### src/rtl/mem_seq_engine.sv
// mem_seq_engine: start/busy/done sequencer for load, store, fill and copy over a 16x4 memory (optional MEM_SEQ_CHECKSUM_EN)
module mem_seq_engine #(
    parameter int ADDR_W = 4,
    parameter int DATA_W = 4
) (
    input  logic              clk,
    input  logic              reset,
    input  logic              start,
    input  logic [1:0]        op,
    input  logic [ADDR_W-1:0] src_addr,
    input  logic [ADDR_W-1:0] dst_addr,
    input  logic [ADDR_W-1:0] length,
    input  logic [DATA_W-1:0] wr_data,
    output logic              busy,
    output logic              done,
    output logic [DATA_W-1:0] load_data,
    output logic [ADDR_W-1:0] mem_address,
    output logic              mem_write,
    output logic [DATA_W-1:0] mem_wdata,
    input  logic [DATA_W-1:0] mem_rdata
`ifdef MEM_SEQ_CHECKSUM_EN
    ,
    output logic [DATA_W-1:0] checksum
`endif
);
    localparam logic [1:0] IDLE = 2'd0, RD = 2'd1, WR = 2'd2, FIN = 2'd3;
    localparam logic [1:0] OP_LOAD = 2'd0, OP_STORE = 2'd1, OP_FILL = 2'd2, OP_COPY = 2'd3;
    localparam logic [ADDR_W-1:0] ONE = 1;
    logic [1:0]        state, op_r, first_st;
    logic [ADDR_W-1:0] src_r, dst_r, len_r, idx, idx_nxt;
    logic [DATA_W-1:0] wd_r, hold;
    logic              accept;
    // outputs decoded purely from registered state so they never glitch within a cycle
    always_comb begin
        busy        = (state == RD) || (state == WR);
        done        = state == FIN;
        mem_write   = state == WR;
        mem_address = (state == RD) ? src_r + idx : (state == WR) ? dst_r + idx : '0;
        mem_wdata   = (state == WR) ? ((op_r == OP_COPY) ? hold : wd_r) : '0;
        accept      = start && !busy;
        idx_nxt     = idx + ONE;
        first_st    = (op == OP_LOAD) ? RD : (op == OP_STORE) ? WR : (length == '0) ? FIN : (op == OP_FILL) ? WR : RD;
    end
    // operand latch and RD/WR sequencing; a start is only taken from IDLE or FIN
    always_ff @(posedge clk) begin
        if (reset) begin
            state     <= IDLE;
            op_r      <= OP_LOAD;
            src_r     <= '0;
            dst_r     <= '0;
            len_r     <= '0;
            wd_r      <= '0;
            idx       <= '0;
            hold      <= '0;
            load_data <= '0;
        end else if (accept) begin
            op_r  <= op;
            src_r <= src_addr;
            dst_r <= dst_addr;
            len_r <= length;
            wd_r  <= wr_data;
            idx   <= '0;
            state <= first_st;
        end else begin
            case (state)
                RD: begin
                    hold <= mem_rdata;
                    if (op_r == OP_LOAD) load_data <= mem_rdata;
                    state <= (op_r == OP_LOAD) ? FIN : WR;
                end
                WR: begin
                    idx   <= idx_nxt;
                    state <= (op_r == OP_STORE || idx_nxt == len_r) ? FIN : (op_r == OP_FILL) ? WR : RD;
                end
                default: state <= IDLE;
            endcase
        end
    end
`ifdef MEM_SEQ_CHECKSUM_EN
    // running modular sum of every nibble written by the current operation
    always_ff @(posedge clk) begin
        if (reset || accept) checksum <= '0;
        else if (state == WR) checksum <= checksum + mem_wdata;
    end
`endif
endmodule

### config.mk
export PLATFORM = sky130hd
export DESIGN_NAME = mem_seq_engine
export DESIGN_NICKNAME = d
export VERILOG_FILES = /design/src/rtl/mem_seq_engine.sv
export SDC_FILE = /design/constraint.sdc
export NUM_CORES = 1
export LEC_CHECK = 0
export BUFFER_PORTS_ARGS = -buffer_cell sky130_fd_sc_hd__buf_2
export CAP_MARGIN = 15
export CELL_PAD_IN_SITES_DETAIL_PLACEMENT = 1
export CELL_PAD_IN_SITES_GLOBAL_PLACEMENT = 1
export CORE_UTILIZATION = 37
export DETAILED_ROUTE_END_ITERATION = 7
export HOLD_SLACK_MARGIN = 0.15
export PLACE_DENSITY_LB_ADDON = 0.1
export SYNTH_ARGS = -nofsm -noshare
export SYNTH_HDL_FRONTEND = slang
export SYNTH_SLANG_ARGS = --single-unit
### constraint.sdc
create_clock -name clk -period 3.2 [get_ports clk]
set_input_delay 0.16 -clock clk [delete_from_list [all_inputs] [get_ports clk]]
set_output_delay 0.16 -clock clk [all_outputs]
set_load 0.1 [all_outputs]
== Word level (Yosys, flattened, before mapping) ==
Index checks and enable logic that the tools add are counted.

* Memories: 0
* Memory bits (read-only): 0
* Memory bits (writable): 0
* Register bits after elaboration: 32
* Bits in latches: 0
* Logic and storage cells: 45
* Output and inout bits: 15
* Input bits: 25

* Order comparisons: 0
* Add/sub/neg operators: 3
* Multiply operators: 0
* Bitwise logic cells: 1
* Mux-type cells: 13
* Reductions and logical operators: 10
* Shift-type cells: 0
* Divide/modulo/power cells: 0
* Eq/ne operators: 9

{| class="wikitable"
|+ Operator list
! kind !! number
|-
| $mux W4 || 4
|-
| $mux W2 || 7
|-
| $eq A2 B2 Y1 const B || 5
|-
| $add A4 B4 Y4 || 2
|-
| $eq A2 B1 Y1 const B || 3
|-
| $add A4 B1 Y4 const B || 1
|-
| $eq A4 B4 Y1 || 1
|-
| $logic_not A2 Y1 || 2
|-
| $logic_not A4 Y1 || 1
|-
| $pmux W2 S2 || 1
|-
| $reduce_and A3 Y1 || 1
|-
| $logic_or A1 B1 Y1 || 2
|-
| $reduce_and A2 Y1 || 1
|-
| $reduce_or A2 Y1 || 1
|-
| $logic_and A1 B1 Y1 || 1
|-
| $logic_not A1 Y1 || 1
|-
| $mux W1 || 1
|-
| $not A1 Y1 || 1
|}

== Longest topological paths before layout ==
Gate-level depths: netlist (run 1).

* Depth in word-level cells: 6
* Gate-level depth with buffers: 7
* Depth with buffers taken out: 6

== Worst setup path before layout (run 1) ==
OpenSTA, ideal clock, no wires.

* Path type: register to output
* Start: register state[0]
* End: output mem_wdata[0]
* Data arrival time: 3785 ps
* Stages on the path, launching flop included: 5
* Buffers on the path: 1
* Slack: -745 ps
* Data required time: 3040 ps
* Cells stage by stage: dfxtp_1 inv_1 ha_1 buf_1 a21boi_0

* Longest elaborated chain between the ends: 2

{| class="wikitable"
|+ RTL lines
! item !! line !! source
|-
| start: declaration || 29 || <nowiki>logic [1:0] state, op_r, first_st;</nowiki>
|-
| start signal: assignment || 63 || <nowiki>state <= first_st;</nowiki>
|-
| start signal: assignment || 69 || <nowiki>state <= (op_r == OP_LOAD) ? FIN : WR;</nowiki>
|-
| start signal: assignment || 73 || <nowiki>state <= (op_r == OP_STORE || idx_nxt == len_r) ? FIN : (op_r == OP_FILL) ? WR : RD;</nowiki>
|-
| $eq A2 B2 Y1 || - ||
|-
| via mem_write || 18 || <nowiki>output logic mem_write,</nowiki>
|-
| $mux W4 || 39 || <nowiki>mem_wdata = (state == WR) ? ((op_r == OP_COPY) ? hold : wd_r) : '0;</nowiki>
|-
| end: declaration || 19 || <nowiki>output logic [DATA_W-1:0] mem_wdata,</nowiki>
|}

The timed path passes the listed nets, and every way through them passes these cells.

== Worst setup path after layout (run 1) ==
* Start: register idx[0]
* End: output mem_address[2]

* Longest elaborated chain between the ends: 3
* Elaborated cells between the ends (all ways): 4
* Those cells by class: add/sub (2); mux (2)

{| class="wikitable"
|+ RTL lines
! item !! line !! source
|-
| start: declaration || 30 || <nowiki>logic [ADDR_W-1:0] src_r, dst_r, len_r, idx, idx_nxt;</nowiki>
|-
| start signal: assignment || 72 || <nowiki>idx <= idx_nxt;</nowiki>
|-
| $add A4 B4 Y4 || 38 || <nowiki>mem_address = (state == RD) ? src_r + idx : (state == WR) ? dst_r + idx : '0;</nowiki>
|-
| $mux W4 || 38 ||
|-
| $mux W4 * || 38 ||
|-
| end: declaration || 17 || <nowiki>output logic [ADDR_W-1:0] mem_address,</nowiki>
|}

Every way passes the cells marked *; elsewhere a longest branch is shown, timed or not.

==> results.yml, run 1 <==
synthesis:
  yosysWarningCount: 0
  syn_area_um2: 1670
  synth.distinct_cells: 27
  syn_nets: 238
  ys_ff_latch: 32
  ys_seq_area_frac: 0.3835
  postSynthAreaPerCell_um2: 8.310
  syn_inst: 201
sta:
  fmax_mhz: 432.4
  tightest_slew_ns: 0.8913
  worst_clock_skew_ns: 0.001431
  setup_tns_ns: 0
  slew_headroom: 0.4058
  setup_ws_ns: 0.8873
  rsz0062_at_grt: "false"
  period_share: 0.7227
  final_hold_viol_count: 0
  setup_viol: 0
  fin_crit_ns: 2.313
  slew_viol_final: 0
finish:
  drive_gt1_frac: 0.2078
  num-nets-final: 291
  fillerInstances: 544
  n_antenna_cell: 0
  final_area_um2: 2167
  area_growth_pct: 29.74
floorplanning:
  ios: 40
  die_w_um: 69.19
  dieArea_um2: 4787
  num_rows: 24
  fp.dieH_um: 69.19
  initial_utilization: 0.3836
  core_um2: 4354
global_route:
  antenna_found_initial: 0
  grt_pass1_wl_um: 7486
  grt-ovfl-total: 0
  grt_util_all_layers: 0.1953
  grt_max_degree: 35
  grt_pass1_vias: 1620
placement:
  place_congestion: 0.7206
  portBuffers: 39
  place_area_um2: 1897
  dpl.hpwl_um: 3154
  dp_slack_ns: 1.163
routing:
  drc_errors: 0
  drtIter0Drc: 29
  met2_length_um: 2331
  wl_per_cell_um: 14.30
  met3_length_um: 129
  viasPerCell: 4.964
  ant_nets: 0
  via_count: 1524
  top_layer: "met4"
  dr.pass1.iters: 4
  finalWirelength_um: 4389
  wl_met1_um: 1905
clock_network:
  cts_tree: "built"
  cts_setup_buffers: 0
  clkTransAtPathRegs_ns: 0.06
  numCtsBuffers: 5
  clk_path_buf_depth: 2
  htreeDepth: 2
  cts_hold_buf: 18
  cts-root-buf: "clkbuf_8"
  clk_latency_ns: 0.27
  cts_sinks: 32
  postCtsResizedCells: 0
worst_hold_path:
  min_from: "length[3]"
  min_path_type: "input port to flop"
pwr:
  peakVddDrop_uv: 293.2
  power.density_nw_per_um2: 610.9
  fin_total_pwr_mw: 1.324
  power_leakage_nw: 0.9101
setup_path:
  critPathLaunch: "idx[0]$_SDFFE_PP0P_"
  crit_slowest_cell: "dfxtp_1"
  critPathMaxStageDelay_ns: 0.47
  arrival_ns: 2.15
  end_kind: "output pin"
  cp-start-kind: "flop"
  required_ns: 3.04
  cp_cell_sequence: "ha_1 > inv_1 > fa_1 > xor2_1 > o22ai_1 > buf_2"
  cp_max_fo: 7
  r2r-start: "state[0]$_SDFF_PP0_"
  crit_type: "flop to output pin"
run:
  maxCapViolCount: 0
outcome:
  status: "completed"
==> kinds of logic (layout without fill, tap and decap cells) <==
logic type               count (synthesis)  after routing  share of synthesized area
AO/OA/AOI/OAI                           40             40                     0.1476
adder cells (fa/ha/maj)                 12             12                    0.09888
XOR/XNOR                                16             16                    0.08390
buffers and inverters                   21             75                    0.04943
AND/OR/NAND/NOR                         71             71                     0.1828
multiplexers                             9              9                    0.05393
flip-flops                              32             32                     0.3835
==> stage by stage <==
stage / hold slack (ns) / cells / utilization
global placement: 0.4005 / 281 / 0.4356
finish: 0.1623 / 307 / 0.4977
detailed placement: 0.4096 / 281 / 0.4356
global route: 0.1609 / 307 / 0.4977
CTS: 0.1514 / 307 / 0.4977
floorplan: 0.2960 / 201 / -
==> path summary, 6_finish.rpt <==
kind                                               to  slack [ns]  cells after the start
worst min-delay path            len_r[3]$_SDFFE_PP0P_        0.16                      3
worst min register to register   wd_r[1]$_SDFFE_PP0P_        0.46                      2
worst max-delay path                   mem_address[2]        0.89                      6
worst max register to register  src_r[1]$_SDFFE_PP0P_        1.35                      5
==> cell usage after synthesis <==
library cell,n,area share
a31oi_1,2,0.0075
ha_1,10,0.075
nand3_1,6,0.018
a211oi_1,1,0.0045
nand4_1,1,0.0037
buf_2,3,0.0090
nor3_1,5,0.015
a21oi_1,23,0.069
nand2_1,47,0.11
inv_1,9,0.020
a21o_1,2,0.0090
clkbuf_1,7,0.016
a21boi_0,4,0.018
and2_1,1,0.0037
fa_1,2,0.024
nor3_4,1,0.0097
or4_4,1,0.0067
dfxtp_1,32,0.38
o21ai_0,3,0.0090
buf_1,1,0.0022
nor2_1,9,0.020
inv_2,1,0.0022
mux2i_1,9,0.054
xnor2_1,9,0.047
xor2_1,7,0.037
o22ai_1,3,0.011
o32ai_2,2,0.019
==> critical path, delay by kind of cell, from the launching register on <==
kind | cells | cell delay (ns)
flops | 1 | 0.47
compound gates | 1 | 0.16
xor+xnor | 1 | 0.15
fa+ha+maj | 2 | 0.59
buf+inv | 2 | 0.50
==> power breakdown <==
part / total [mW] / switching [mW] / internal, mW
registers: 0.493 / 0.0445 / 0.448
clock network: 0.315 / 0.140 / 0.175
logic: 0.516 / 0.369 / 0.147
==> registers in the layout (all words and copies together) (netlist names) <==
name,flops
load_data,4
idx,4
op_r,2
wd_r,4
hold,4
len_r,4
state,2
dst_r,4
src_r,4
==> metal layers <==
layer / vias up / GRT usage
met4: 0 / 0.06576
met5: - / 0
li1: 775 / -
met1: 716 / 0.2247
met2: 31 / 0.3581
met3: 2 / 0.03779
==> placed cells by master, fill, tap and decap left out, drive strengths merged, types with 8 or more instances in the layout <==
master / count
nand2: 47
buf: 39
dfxtp: 32
a21oi: 23
dlygate4sd3: 18
ha: 10
inv: 10
xnor2: 9
mux2i: 9
nor2: 9
clkbuf: 8
==> final cells by class <==
class,instances,area [um^2],share of cell area
Clock buffer,8,90.09,0.04157
Inverter,10,37.54,0.01732
Multi-Input combinational cell,148,958.4,0.4423
Sequential cell,32,640.6,0.2956
Tap cell,52,65.06,0.03002
Timing Repair Buffer,57,375.4,0.1732
Power figures use the tool's default switching activity.
==> inputs of run 2 (changes only) <==
==> constraint.sdc (replaced) <==
create_clock -name clk -period 2.3 [get_ports clk]
set_input_delay 0.115 -clock clk [delete_from_list [all_inputs] [get_ports clk]]
set_output_delay 0.115 -clock clk [all_outputs]
set_load 0.1 [all_outputs]
==> run 2 against run 1 <==
  * Clock skew about the same
  * Utilization increased by 3.5 points
  * Cell count increased by 2.6%
  * Clock-buffer cell count decreased by 2
  * Combinational power increased by 58%
  * Clock power increased by 31%
  * Sequential power increased by 38%
  * Worst hold slack improved by 0.065 ns
  * Setup slack got worse by 0.80 ns
  * First-iteration DRC count increased to 2.6 times the previous value
  * Critical path type unchanged
  * Largest cell class unchanged
==> results.yml, run 2 (synthesis gave the netlist of run 1 again) <==
setup_path:
  crit_slowest_cell: "dfxtp_1"
  endpoint: "mem_address[2]"
  reg2regPathDepth: 4
  critical_path_depth: 5
  cp_cell_sequence: "inv_1 > fa_1 > xor2_1 > o22ai_4 > buf_2"
  path_delay_family: "buffers and inverters"
  critPathMaxStageDelay_ns: 0.45
  crit_type: "flop to output pin"
  end_kind: "output pin"
  r2r-start: "state[0]$_SDFF_PP0_"
  cp-start-kind: "flop"
  critPathLaunch: "idx[1]$_SDFFE_PP0P_"
  reg2reg_slack_ns: 0.62
  arrival_ns: 2.09
  required_ns: 2.18
  reg2reg_to: "state[0]$_SDFF_PP0_"
  cp_max_fo: 7
  cp_num_buf_inv: 2
sta:
  fmax_mhz: 452.8
  final_hold_viol_count: 0
  slew_viol_final: 0
  rsz0062_at_grt: "false"
  slew_headroom: 0.5293
  worst_clock_skew_ns: 0.001761
  fin_crit_ns: 2.208
  timing.hold.ws_ns: 0.2272
  setup_tns_ns: 0
  setup_viol: 0
  period_share: 0.9601
  tightest_slew_ns: 0.7044
global_route:
  grtUsageMet3: 0.05959
  grt_pass1_vias: 1711
  busiest_layer: "met2"
  grt_max_degree: 23
  grt_pass1_wl_um: 7838
  grt_use_met1: 0.2564
  antenna_found_initial: 0
  grt_util_all_layers: 0.2073
  use_met2: 0.3517
  grt-ovfl-total: 0
outcome:
  status: "completed"
finish:
  n_antenna_cell: 0
  drive_gt1_frac: 0.2433
  area_growth_pct: 38.95
  fillerInstances: 518
  final_cell_mix: "nand2_1 (47), buf_2 (39), dfxtp_1 (32)"
  layout_commonest_cell: "nand2_1"
  num-nets-final: 300
floorplanning:
  fp.dieH_um: 69.19
  ios: 40
  num_rows: 24
  initial_utilization: 0.3836
  die_w_um: 69.19
  dieArea_um2: 4787
  core_um2: 4354
pwr:
  power.density_nw_per_um2: 823.1
  comb_power_share: 0.427
  peakVddDrop_uv: 344.6
  fin_total_pwr_mw: 1.910
  cellInternalPower_mw: 1.085
  power_switching_mw: 0.8253
  p_seq_frac: 0.356
  power_leakage_nw: 0.9575
  power.clock.fraction: 0.217
  swShare: 0.4320
run:
  maxCapViolCount: 0
clock_network:
  cts_sinks: 32
  postCtsResizedCells: 0
  clkTransAtPathRegs_ns: 0.07
  numCtsBuffers: 5
  clk_path_buf_depth: 2
  clk_latency_ns: 0.29
  htreeDepth: 2
  cts_tree: "built"
  cts-root-buf: "clkbuf_8"
routing:
  via_count: 1588
  finalWirelength_um: 4593
  dr.pass1.iters: 4
  ant_nets: 0
  wl_per_cell_um: 14.58
  drtIter0Drc: 74
  drc_errors: 0
  viasPerCell: 5.041
worst_hold_path:
  min_path_type: "input port to flop"
placement:
  dpl.hpwl_um: 3308
  place_congestion: 0.8184
  portBuffers: 39
[run 2: per-stage QoR]
stage	instances	setup slack (ns)	cell area (um^2)	utilization
3_5_place_dp	286	0.3780	2023	0.4647
2_1_floorplan	201	0.05022	1770	-
6_report	315	0.09168	2321	0.5330
4_1_cts	315	0.05641	2321	0.5330
5_1_grt	315	0.002440	2321	0.5330
3_3_place_gp	286	0.4602	2023	0.4647
[run 2: timing repair]
| item | 4_1_cts | 5_1_grt |
|---|---|---|
| endpoints found under the hold margin | 26 | 0 |
| buffers inserted | 0 | 0 |
| hold buffers | 22 | 0 |
[run 2: worst min-delay path by stage]
stage / from / end / slack (ns) / cells past startpoint
CTS: reset / load_data[1]$_SDFFE_PP0P_ / 0.21 / 2
global route: reset / hold[0]$_SDFFE_PP0P_ / 0.25 / 2
detailed placement: wr_data[2] / wd_r[2]$_SDFFE_PP0P_ / 0.37 / 3
floorplan: wr_data[0] / wd_r[0]$_SDFFE_PP0P_ / 0.25 / 2
finish: reset / load_data[1]$_SDFFE_PP0P_ / 0.23 / 2
global placement: src_addr[3] / src_r[3]$_SDFFE_PP0P_ / 0.36 / 3
[run 2: final cells by class]
cell class / count / area [um^2] / share of cell area
clock buffers: 6 / 72.57 / 0.03127
clock inverters: 1 / 5.005 / 0.002156
inverters: 10 / 37.54 / 0.01617
multi-input cells: 148 / 1047 / 0.4512
flip-flops and latches: 32 / 640.6 / 0.2760
well taps: 52 / 65.06 / 0.02803
repair buffers: 66 / 452.9 / 0.1951
[run 2: layer usage]
layer / share of wire / routed length, um / up-vias
met5: 0 / 0 / -
met4: 0.0085 / 39 / 0
met3: 0.039 / 180 / 4
met2: 0.49 / 2237 / 36
met1: 0.47 / 2136 / 757
li1: - / - / 791
[run 2: power groups by stage]
stage / logic (mW) / clock network, mW / registers (mW)
floorplan: 0.597 / 0 / 0.713
global placement: 0.766 / 0 / 0.688
detailed placement: 0.788 / 0 / 0.693
CTS: 0.821 / 0.430 / 0.681
global route: 0.879 / 0.458 / 0.690
finish: 0.815 / 0.414 / 0.681
